[src/rtl/temp_monitor.sv]
// Multi-channel temperature monitor: averages N channels per sample and raises a
// persistence-filtered, hysteresis-cleared alarm. Optional TEMP_MON_MAX_EN adds max_temp.
module temp_monitor #(
  parameter int W       = 16,
  parameter int N       = 4,
  parameter int PERSIST = 3,
  parameter int HYST    = 1
) (
  input  logic           clk,
  input  logic           rst,
  input  logic           sample_valid,
  input  logic [N*W-1:0] temps,
  input  logic [W-1:0]   threshold,
  output logic [W-1:0]   avg,
  output logic           avg_valid,
  output logic [1:0]     state,
`ifdef TEMP_MON_MAX_EN
  output logic [W-1:0]   max_temp,
`endif
  output logic           too_hot
);

  localparam int          LOG2N     = (N > 1) ? $clog2(N) : 0;
  localparam int          SW        = W + LOG2N;
  localparam logic [3:0]  PERSIST_C = 4'(PERSIST);
  localparam logic [W-1:0] HYST_W   = W'(HYST);

  localparam logic [1:0] ST_COOL = 2'd0;
  localparam logic [1:0] ST_WARM = 2'd1;
  localparam logic [1:0] ST_HOT  = 2'd2;

  // Sum is carried at W+log2(N) bits so no channel combination can wrap.
  function automatic logic [W-1:0] chan_avg(input logic [N*W-1:0] t);
    logic [SW-1:0] acc;
    acc = {SW{1'b0}};
    for (int i = 0; i < N; i++) begin
      acc = acc + SW'(t[i*W +: W]);
    end
    return W'(acc >> LOG2N);
  endfunction

  function automatic logic [W-1:0] chan_max(input logic [N*W-1:0] t);
    logic [W-1:0] m;
    m = {W{1'b0}};
    for (int i = 0; i < N; i++) begin
      if (t[i*W +: W] > m) begin
        m = t[i*W +: W];
      end else begin
        m = m;
      end
    end
    return m;
  endfunction

  // Clear level for HOT; floors at zero so a zero threshold latches the alarm.
  function automatic logic [W-1:0] sat_sub_hyst(input logic [W-1:0] a);
    return (a > HYST_W) ? (a - HYST_W) : {W{1'b0}};
  endfunction

  logic [W-1:0] avg_r;
  logic         avg_valid_r;
  logic [W-1:0] thr_r;
  logic [W-1:0] avg_s;
  logic [1:0]   state_r;
  logic [1:0]   state_nxt_s;
  logic [3:0]   cnt_r;
  logic [3:0]   cnt_nxt_s;
  logic [3:0]   cnt_inc_s;
  logic         too_hot_r;
  logic         too_hot_nxt_s;
  logic         over_s;
  logic [W-1:0] hot_exit_s;
`ifdef TEMP_MON_MAX_EN
  logic [W-1:0] max_r;
  logic [W-1:0] max_s;
`endif

  // Channel reduction for the incoming sample.
  always_comb begin
    avg_s = chan_avg(temps);
`ifdef TEMP_MON_MAX_EN
    max_s = chan_max(temps);
`endif
  end

  // Sample capture: avg, paired threshold and the one-cycle avg_valid pulse.
  always_ff @(posedge clk) begin
    if (rst) begin
      avg_r       <= {W{1'b0}};
      avg_valid_r <= 1'b0;
      thr_r       <= {W{1'b0}};
`ifdef TEMP_MON_MAX_EN
      max_r       <= {W{1'b0}};
`endif
    end else begin
      avg_valid_r <= sample_valid;
      if (sample_valid) begin
        avg_r <= avg_s;
        thr_r <= threshold;
`ifdef TEMP_MON_MAX_EN
        max_r <= max_s;
`endif
      end
    end
  end

  // Over-threshold decision and HOT exit level for the pending average.
  always_comb begin
    hot_exit_s = sat_sub_hyst(thr_r);
    cnt_inc_s  = cnt_r + 4'd1;
`ifdef TEMP_MON_MAX_EN
    over_s     = (avg_r > thr_r) || (max_r > thr_r);
`else
    over_s     = (avg_r > thr_r);
`endif
  end

  // FSM state register; alarm is registered alongside so it tracks state exactly.
  always_ff @(posedge clk) begin
    if (rst) begin
      state_r   <= ST_COOL;
      cnt_r     <= 4'd0;
      too_hot_r <= 1'b0;
    end else begin
      state_r   <= state_nxt_s;
      cnt_r     <= cnt_nxt_s;
      too_hot_r <= too_hot_nxt_s;
    end
  end

  // FSM next state: advances only when a fresh average is presented.
  always_comb begin
    state_nxt_s = state_r;
    cnt_nxt_s   = cnt_r;
    if (avg_valid_r) begin
      case (state_r)
        ST_WARM: begin
          if (over_s) begin
            cnt_nxt_s   = cnt_inc_s;
            state_nxt_s = (cnt_inc_s >= PERSIST_C) ? ST_HOT : ST_WARM;
          end else begin
            cnt_nxt_s   = 4'd0;
            state_nxt_s = ST_COOL;
          end
        end
        ST_HOT: begin
          if (avg_r < hot_exit_s) begin
            cnt_nxt_s   = 4'd0;
            state_nxt_s = ST_COOL;
          end else begin
            cnt_nxt_s   = cnt_r;
            state_nxt_s = ST_HOT;
          end
        end
        // COOL, and the unused encoding which behaves as COOL.
        default: begin
          if (over_s) begin
            cnt_nxt_s   = 4'd1;
            state_nxt_s = (PERSIST_C == 4'd1) ? ST_HOT : ST_WARM;
          end else begin
            cnt_nxt_s   = 4'd0;
            state_nxt_s = ST_COOL;
          end
        end
      endcase
    end else begin
      state_nxt_s = state_r;
      cnt_nxt_s   = cnt_r;
    end
  end

  // FSM output decode for the next registered alarm value.
  always_comb begin
    too_hot_nxt_s = (state_nxt_s == ST_HOT);
  end

  assign avg       = avg_r;
  assign avg_valid = avg_valid_r;
  assign state     = state_r;
  assign too_hot   = too_hot_r;
`ifdef TEMP_MON_MAX_EN
  assign max_temp  = max_r;
`endif

endmodule

[config.mk]
export PLATFORM = sky130hd
export DESIGN_NAME = temp_monitor
export DESIGN_NICKNAME = d
export VERILOG_FILES = /design/src/rtl/temp_monitor.sv
export SDC_FILE = /design/constraint.sdc
export NUM_CORES = 1
export LEC_CHECK = 0
export ABC_AREA = 1
export BUFFER_PORTS_ARGS = -buffer_cell sky130_fd_sc_hd__buf_2
export CAP_MARGIN = 20
export CELL_PAD_IN_SITES_DETAIL_PLACEMENT = 0
export CELL_PAD_IN_SITES_GLOBAL_PLACEMENT = 1
export CORE_AREA = 2 2 146 77
export CTS_CLUSTER_DIAMETER = 200
export CTS_CLUSTER_SIZE = 20
export DETAILED_ROUTE_END_ITERATION = 7
export DIE_AREA = 0 0 148 79
export MAX_ROUTING_LAYER = met4
export PLACE_DENSITY = 0.86
export SYNTH_ARGS = -nofsm -noshare
export SYNTH_HDL_FRONTEND = slang
export SYNTH_SLANG_ARGS = --single-unit
[constraint.sdc]
create_clock -name clk -period 4 [get_ports clk]
set_input_delay 0.2 -clock clk [delete_from_list [all_inputs] [get_ports clk]]
set_output_delay 0.2 -clock clk [all_outputs]
set_load 0.005 [all_outputs]
==> run_results.csv <==
group,metric,value,unit
status,outcome,"complete, no violations",
worst_setup_path,critPathMaxStageDelay,350,ps
floorplan,die_h,79,µm
power,power_density,404,nW/µm²
detailed_routing,drc,0,
sta,max_freq,322,MHz
sta,fin_crit_sh,77.7,%
worst_setup_path,rr_startpoint,"thr_r[2]",
power,p_sw,0.793,mW
clock_tree,tritoncts,"yes",
floorplan,rows,27,
final_layout,fin_area,4740,µm²
sta,slew_violations,0,
final_layout,area_growth,20.4,%
place,place_area,4590,µm²
global_route,overflow,0,
global_route,grt.total_usage,18.2,%
synthesis,synth_ff_type,"dfxtp_1",
detailed_routing,drt_pass1_iterations,4,
synthesis,async_flop_share,0,%
floorplan,ios,103,
clock_tree,cts_buffer_depth,2,
floorplan,dieArea,11700,µm²
synthesis,synth-edff-count,0,
synthesis,synth_seq_area_share,20.3,%
sta,min_period,3110,ps
worst_setup_path,path_buf_inv,2,
place,dp_hpwl,8280,µm
synthesis,synth-seq-cells,40,
power,swShare,41.4,%
global_route,grt_pass1_wl,16700,µm
detailed_routing,ant_nets,0,
clock_tree,cts_setup_buffers,0,
worst_hold_path,min_path_type,"in -> reg",
power,pwr-share-clk,21.3,%
power,ir_worst_vdd,0.110,mV
clock_tree,clk_pin_slew,60,ps
final_layout,fillers,1104,
worst_setup_path,worstPathArrival,3280,ps
worst_setup_path,cp-end-kind,"flip-flop",
sta,worst_pin_slew,761,ps
detailed_routing,wl,9720,µm
clock_tree,cts-root-buf,"clkbuf_16",
power,seqPwrFrac,26.8,%
sta,setup_viol_count_final,0,
sta,skew,5.49,ps
worst_setup_path,startpoint,"thr_r[2]",
clock_tree,cts_max_level,2,
power,leakage,2.43,nW
clock_tree,clk_latency,290,ps
clock_tree,holdBufCountCts,0,
global_route,grt_max_degree,29,
synthesis,yosysUniqueCellTypes,38,
synthesis,synth_fp_nets,676,
final_layout,num_antenna_cells,0,
worst_setup_path,start_kind,"flip-flop",
synthesis,netlist_instances,509,
global_route,antenna_found_initial,0,
clock_tree,cts_buffers,5,
floorplan,dieWidth,148,µm
detailed_routing,vias_per_cell,4.78,
final_layout,final_cell_mix,"buf_2, nand2_1, inv_1, nor2_1, ha_1",
sta,finalSetupTns,0,ps
sta,holdWs,203,ps
worst_setup_path,required,4170,ps
worst_setup_path,slowest_stage,"dfxtp_1",
floorplan,initial_core_util,37.3,%
synthesis,syn_area_per_cell,7.73,µm²
worst_setup_path,path_class,"reg -> reg",
power,p_comb_share,51.8,%
synthesis,syn-cell-area,3940,µm²
clock_tree,clock_sinks,40,
floorplan,placeableCoreArea,10500,µm²
power,p_int,1.12,mW
final_layout,fin_util,45.0,%
detailed_routing,num_vias,3610,
synthesis,ys_warn_count,0,
place,port_buffers,102,
sta,relSlewSlack,49.0,%
clock_tree,cts_resized,0,
detailed_routing,wl_per_cell,12.9,µm
final_layout,final_common_cell,"buf_2",
global_route,grt_pass1_vias,3562,
place,gp_congestion,0.910,
worst_setup_path,timing.critical_path.fanout_max,6,
sta,grt_setup_unrepaired,"false",
final_layout,nets,776,
worst_hold_path,min-delay-start,"threshold[2]",
flow_run,maxCapViolations,0,
final_layout,drive_gt1_share,20.7,%
worst_setup_path,cp_cell_sequence,"nor2_1 > nand2_1 > nor3_2 > nand3_1 > inv_1 > nand3_1 > nor3_2 > nand3_1 > xor2_1 > nand2_1 > ha_1 > nand4_1 > o221a_2 > nand2_1 > nand2_2 > nand2_2 > inv_2 > nor2_1 > nor2_1",
worst_setup_path,cp_top_family,"simple AND/OR/NAND/NOR gates",
detailed_routing,drt_iter0_markers,216,
sta,finalHoldViolCount,0,
==> through the flow <==
| step | setup slack [ps] | instances | power (mW) |
|---|---|---|---|
| floorplan | 1100 | 509 | 1.22 |
| global placement | 808 | 747 | 1.48 |
| detailed placement | 746 | 747 | 1.51 |
| CTS | 923 | 755 | 1.93 |
| global route | 443 | 755 | 2.11 |
| finish | 893 | 755 | 1.91 |
==> flip-flops by register name (all words and copies together), names as in the netlist <==
name / count
cnt_r: 4
avg: 16
avg_valid: 1
too_hot: 1
state: 2
thr_r: 16
==> cells by family (layout without fill, tap and decap cells) <==
kind of cell,count (synthesis),after routing,synth area share [%]
compound gates,104,104,15.0
xor+xnor,22,22,4.90
fa+ha+maj,84,84,32.8
buf+inv,75,176,7.25
flops,40,40,20.3
simple gates,184,184,19.7
==> cell type report <==
type	instances	area (µm²)	share of cell area, %
tap	145	181	3.83
clock buffer	8	146	3.09
multi-input combinational	394	2850	60.1
sequential	40	801	16.9
timing repair buffer	103	518	10.9
inverter	65	244	5.15
==> final timing paths <==
check / depth (start not counted) / to / slack [ps]
worst max-delay path: 19 / cnt_r[2] / 890
worst min-delay path: 3 / thr_r[2] / 200
worst max register to register: 19 / cnt_r[2] / 890
worst min register to register: 2 / cnt_r[3] / 510
==> Yosys cell counts, types with 2 or more instances <==
| cell | count | area (µm²) |
|---|---|---|
| nand2_1 | 83 | 312 |
| o21ai_0 | 40 | 200 |
| nand4_1 | 4 | 25.0 |
| dfxtp_1 | 40 | 801 |
| o21ai_1 | 3 | 15.0 |
| a211oi_1 | 2 | 15.0 |
| xnor2_1 | 7 | 61.3 |
| inv_1 | 62 | 233 |
| nor2_1 | 60 | 225 |
| a21oi_1 | 41 | 205 |
| nor2_2 | 3 | 18.8 |
| o21ai_2 | 2 | 17.5 |
| o211ai_1 | 3 | 22.5 |
| clkinv_1 | 2 | 7.51 |
| a21oi_2 | 2 | 17.5 |
| nand3_1 | 20 | 100 |
| ha_1 | 52 | 651 |
| nor3_1 | 5 | 25.0 |
| fa_1 | 32 | 641 |
| nand2_2 | 4 | 25.0 |
| o21a_1 | 2 | 15.0 |
| clkbuf_1 | 9 | 33.8 |
| nor3_2 | 2 | 20.0 |
| xor2_1 | 15 | 131 |
==> metal layers <==
metal | GRT usage [%] | wire, µm
met5 | - | 0
met4 | 2.95 | 69
met3 | 3.51 | 615
met2 | 25.5 | 3680
met1 | 27.4 | 5350
==> worst min-delay path, cell delays in order <==
cell     delay, ps
buf_2           70
o21ai_0         70
a21oi_1        110
==> power groups by stage <==
stage	combinational (mW)	clock [mW]	sequential [mW]
2_1_floorplan	0.720	0	0.504
3_3_place_gp	0.961	0	0.521
3_5_place_dp	0.990	0	0.522
4_1_cts	0.997	0.419	0.514
5_1_grt	1.15	0.439	0.523
6_report	0.992	0.409	0.514
Power figures use the tool's default switching activity.
